### src/rtl/cnt_tk1_scheduler.sv
// Romulus block counter (56-bit LFSR) and TK1 round-key sequencer for SKINNY-128-384+.
// Only the non-zero 64-bit half of TK1 is stored; cnt_expansion advances it two rounds at a time.

module cnt_expansion (
   input  logic [63:0] tk_in,
   output logic [63:0] tk_out
);
   // SKINNY tweakey cell permutation applied twice, restricted to cells 0..7
   localparam int unsigned PERM2 [8] = '{1, 7, 0, 5, 2, 6, 4, 3};

   for (genvar gi = 0; gi < 8; gi++) begin : g_cell
      assign tk_out[63-8*gi -: 8] = tk_in[63-8*PERM2[gi] -: 8];
   end
endmodule

module cnt_tk1_scheduler #(
   parameter int ROUNDS = 40,
   parameter int RW     = 6
) (
   input  logic          clk,
   input  logic          rst,
   input  logic          cnt_init,
   input  logic          cnt_inc,
   input  logic [7:0]    dom,
   input  logic          start,
   input  logic          rk_hold,
   output logic          busy,
   output logic          rk_valid,
   output logic [RW-1:0] rk_round,
   output logic [63:0]   rk_tk1,
   output logic          done,
   output logic [55:0]   cnt
);
   typedef enum logic {S_IDLE, S_RUN} state_t;

   localparam logic [RW-1:0] LAST_ROUND = RW'(ROUNDS - 1);

   state_t        state_q, state_d;
   logic [55:0]   cnt_q, cnt_d;
   logic [63:0]   tk_q, tk_d;
   logic [RW-1:0] round_q, round_d;
   logic          done_q, done_d;

   logic [63:0]   tk_perm;
   logic [63:0]   start_word;
   logic [55:0]   cnt_step;

   // x^56 + x^7 + x^4 + x^2 + 1, Galois form
   assign cnt_step = {cnt_q[54:0], 1'b0} ^ (cnt_q[55] ? 56'h95 : 56'h0);

   // Counter enters TK1 least-significant byte first, domain byte last
   for (genvar gi = 0; gi < 7; gi++) begin : g_load
      assign start_word[63-8*gi -: 8] = cnt_q[8*gi +: 8];
   end
   assign start_word[7:0] = dom;

   cnt_expansion u_expansion (
      .tk_in  (tk_q),
      .tk_out (tk_perm)
   );

   always_comb begin
      state_d = state_q;
      cnt_d   = cnt_q;
      tk_d    = tk_q;
      round_d = round_q;
      done_d  = 1'b0;
      case (state_q)
         S_IDLE: begin
            if (cnt_init) begin
               cnt_d = 56'h1;
            end else if (cnt_inc) begin
               cnt_d = cnt_step;
            end
            if (start) begin
               tk_d    = start_word;
               round_d = '0;
               state_d = S_RUN;
            end
         end
         S_RUN: begin
            if (!rk_hold) begin
               // After an odd round the live bytes return to rows 0-1
               if (round_q[0]) begin
                  tk_d = tk_perm;
               end
               if (round_q == LAST_ROUND) begin
                  round_d = '0;
                  done_d  = 1'b1;
                  state_d = S_IDLE;
               end else begin
                  round_d = round_q + RW'(1);
               end
            end
         end
         default: state_d = S_IDLE;
      endcase
   end

   always_ff @(posedge clk or posedge rst) begin
      if (rst) begin
         state_q <= S_IDLE;
         cnt_q   <= 56'h1;
         tk_q    <= '0;
         round_q <= '0;
         done_q  <= 1'b0;
      end else begin
         state_q <= state_d;
         cnt_q   <= cnt_d;
         tk_q    <= tk_d;
         round_q <= round_d;
         done_q  <= done_d;
      end
   end

   assign busy     = (state_q == S_RUN);
   assign rk_valid = busy;
   assign rk_round = round_q;
   assign rk_tk1   = (busy && !round_q[0]) ? tk_q : 64'h0;
   assign done     = done_q;
   assign cnt      = cnt_q;
endmodule

### config.mk
export PLATFORM = sky130hd
export DESIGN_NAME = cnt_tk1_scheduler
export DESIGN_NICKNAME = d
export VERILOG_FILES = /design/src/rtl/cnt_tk1_scheduler.sv
export SDC_FILE = /design/constraint.sdc
export NUM_CORES = 1
export LEC_CHECK = 0
export BUFFER_PORTS_ARGS = -buffer_cell sky130_fd_sc_hd__buf_2
export CAP_MARGIN = 40
export CELL_PAD_IN_SITES_DETAIL_PLACEMENT = 1
export CELL_PAD_IN_SITES_GLOBAL_PLACEMENT = 2
export CORE_ASPECT_RATIO = 1.2
export CORE_MARGIN = 3
export CORE_UTILIZATION = 30
export CTS_BUF_LIST = sky130_fd_sc_hd__clkbuf_4 sky130_fd_sc_hd__clkbuf_8 sky130_fd_sc_hd__clkbuf_16
export DETAILED_ROUTE_END_ITERATION = 8
export PLACE_DENSITY = 0.77
export SLEW_MARGIN = 20
export SYNTH_ARGS = -nofsm -noshare
export SYNTH_HDL_FRONTEND = slang
export SYNTH_SLANG_ARGS = --single-unit
### constraint.sdc
create_clock -name clk -period 3.65 [get_ports clk]
set_input_delay 0.1825 -clock clk [delete_from_list [all_inputs] [get_ports clk]]
set_output_delay 0.1825 -clock clk [all_outputs]
set_load 0.02 [all_outputs]
==> impl_metrics.ini <==
[outcome]
status = finished clean

[logic_synthesis]
synth.lib_cells_used.distinct = 37
synth_edf_count = 0
synthArstFlopShare = 1.00
synth_fp_nets = 543
dominantRegCellSynth = sky130_fd_sc_hd__dfrtp_1
synth_top_cell_area_share = 0.544
synth.largest_area_cell = sky130_fd_sc_hd__dfrtp_1
yosysSeqAreaShare = 0.549
synth-warning-count = 0
synth_top_cells_by_area = sky130_fd_sc_hd__dfrtp_1 54%, sky130_fd_sc_hd__mux2i_1 11%, sky130_fd_sc_hd__a22o_1 7.9%, sky130_fd_sc_hd__and2_1 7.0%, sky130_fd_sc_hd__nand2_1 4.6%
syn_avg_cell_area_sq_um = 11.1
synthCells = 528
yosys-top-cells-count = 127 x sky130_fd_sc_hd__dfrtp_1, 72 x sky130_fd_sc_hd__nand2_1, 65 x sky130_fd_sc_hd__and2_1, 65 x sky130_fd_sc_hd__mux2i_1, 53 x sky130_fd_sc_hd__a22o_1
synth_most_common_cell = sky130_fd_sc_hd__dfrtp_1
yosys_register_bits = 128
synthesis.area_sq_um = 5840

[sta]
slew-limit-headroom = 0.533
timing_worst_slew_pin_value_ns = 0.699
worst_hold_margin_ns = 0.0677
hold_viol = 0
drv_slew = 0
clock_skew_ns = 0.00750
final.setup.worst_slack_ns = 0.986
setup_viol = 0
finalCritPeriodShare = 0.730
tns_ns = 0
max_clock_freq_mhz = 375
rsz_0062_raised_after_global_routing = false
finalCriticalPeriod_ns = 2.66

[worst_hold_path]
min-delay-path-class = in2reg
hold_path.startpoint = start
min_delay_path_depth = 2
timing.hold.worst_endpoint = rk_round[1]$_DFFE_PP0P_

[placed_design]
place_congestion = 0.777
io_buffer_count = 142
placed_cell_area_sq_um = 6820
post-place-ws_ns = 1.32
detailedPlacementHpwl_microns = 13400

[power_and_ir_drop]
power_report.internal_total_mw = 3.34
netSwitchingFraction = 0.382
combinationalPowerShare = 0.315
powerDensity_nw_per_um2 = 732
power.ir.vdd_worst_mv = 0.355
net-switching-power_mw = 2.07
power_frac_seq = 0.391
static-leakage-power_nw = 4.07
clockPowerShare = 0.294

[clock_tree]
post_cts.repair.setup_buffers = 0
htreeDepth = 4
clock_latency_ns = 0.41
clock_tree.root_cell = sky130_fd_sc_hd__clkbuf_16
cts_resized = 0
cts_tree = built
clkSinkCount = 128
clock_path_buffers = 2
clk_pin_slew_worst_paths_ns = 0.05
cts_hold_buffers = 1
cts-buffers-inserted = 17

[worst_setup_path]
path_cells = inv_4, nor2_4, buf_16, and2_1, buf_2
start_kind = flop
critical_path.top_delay_family = flip-flops
crit_path_top_delay_cell = sky130_fd_sc_hd__dfrtp_4
worst-endpoint-arrival_ns = 2.48
worst_r2r_startpoint = busy$_DFF_PP0_
critPathMaxFanout = 35
crit_required_ns = 3.47
timing.reg2reg.setup_slack_ns = 1.36
r2r_end = tk_q[42]$_DFFE_PP0P_
worst-r2r-cell-count = 5
critical_path_buf_inv_count = 3
setup.worst_path.class = reg2out
worst_path_largest_cell_delay_ns = 0.79
critical_path.endpoint_type = primary output

[global_route]
grt_max_degree = 60
grt_pass1_wl_microns = 29500
first_global_vias = 4940
antenna_found_initial = 0
grt_util_all_layers = 0.178
global_route.overflow_total = 0

[routing]
detailedRoute.firstPassIterationCount = 4
via_count = 4618
drcViolationCount = 0
drtAntennaViolNets = 0
wire_length_per_cell_after_detailed_routing_microns = 19.6
drt_first_iter_violations = 261
vias_per_cell = 4.97
total_routed_length_microns = 18200

[layout]
n_fill_cell = 2167
final_util = 0.389
area.growth.synth_to_final_pct = 26.5
post-route-cell-area_sq_um = 7390
num_antenna_cells = 0
share_of_layout_cells_above_drive_strength_1 = 0.288
nets = 676

[job]
max-cap-violations = 0

[floorplanning]
design.die.area_sq_um = 21200
dieHeight_microns = 159
io_pins = 143
coreArea_sq_um = 19000
die-width_microns = 133
initial_core_util = 0.308
num_rows = 55
## layout by cell type, fill, tap and decap left out, drive strengths merged
cell | synthesis | layout
buf | 26 | 154
dfrtp | 127 | 127
nand2 | 72 | 72
o21ai | 68 | 68
mux2i | 65 | 65
and2 | 65 | 65
a22o | 53 | 53
clkbuf | 15 | 21
clkinv | 0 | 6
inv | 5 | 5
xnor2 | 4 | 4
o31ai | 4 | 4
clkinvlp | 0 | 4
o22ai | 3 | 3
nor3b | 3 | 3
nor2 | 3 | 3
nand3 | 2 | 2
nand4b | 2 | 2
a2bb2oi | 1 | 1
a22oi | 1 | 1
nand3b | 1 | 1
and3 | 1 | 1
nand2b | 1 | 1
o31a | 1 | 1
nor2b | 1 | 1
and4b | 1 | 1
xor2 | 1 | 1
ha | 1 | 1
bufinv | 0 | 1
dfstp | 1 | 1
dlygate4sd3 | 0 | 1
## sequential cells by signal (all words and copies together) (netlist names)
name and count:
rk_round 6, cnt 56, tk_q 64, done 1, busy 1
## through the flow
step,power [mW],std cells
after floorplan,3.17,528
after global placement,3.79,894
after detailed placement,3.87,897
after CTS,5.48,930
after global routing,5.76,930
final,5.41,930
## final cells by class
| cell class | count | area (sq um) | share of cell area |
|---|---|---|---|
| sequential | 128 | 3210 | 0.434 |
| multi-input combinational | 354 | 2410 | 0.326 |
| timing repair buffer | 155 | 871 | 0.118 |
| clock buffer | 21 | 468 | 0.0633 |
| tap | 256 | 320 | 0.0434 |
| clock inverter | 11 | 90.1 | 0.0122 |
| inverter | 5 | 23.8 | 0.00322 |
## how the worst max path moves through the flow
stage / start / end / slack [ns] / cells past startpoint
floorplan: rst / busy$_DFF_PP0_ / 0.06 / 1
detailed placement: busy$_DFF_PP0_ / tk_q[42]$_DFFE_PP0P_ / 1.32 / 5
CTS: busy$_DFF_PP0_ / rk_tk1[33] / 0.92 / 5
global placement: busy$_DFF_PP0_ / tk_q[56]$_DFFE_PP0P_ / 1.21 / 4
finish: busy$_DFF_PP0_ / rk_tk1[33] / 0.99 / 5
global route: busy$_DFF_PP0_ / rk_tk1[33] / 0.75 / 5
## power groups by stage
stage / registers, mW / logic (mW) / clock network [mW]
2_1_floorplan: 1.98 / 1.19 / 0
3_5_place_dp: 2.13 / 1.74 / 0
4_1_cts: 2.11 / 1.74 / 1.62
6_report: 2.11 / 1.71 / 1.59
3_3_place_gp: 2.15 / 1.64 / 0
5_1_grt: 2.16 / 1.91 / 1.69
## cell families (layout without fill, tap and decap cells)
group                      Yosys count  in the layout  synth area share
muxes                               65             65             0.111
and+or+nand+nor                    152            152             0.134
adders and majority gates            1              1           0.00214
AOI/OAI and AO/OA                  131            131             0.152
buffers and inverters               46            192            0.0445
DFF                                128            128             0.549
xor gates and xnor gates             5              5           0.00750
## metal layers
layer,track usage,wire [microns],vias up,part of all wire
li1,-,-,2116,-
met1,0.229,7790,2359,0.43
met2,0.296,9340,125,0.51
met3,0.0437,803,18,0.044
met4,0.0514,255,0,0.014
met5,0,0,-,0
(Power assumes the default switching activity.)
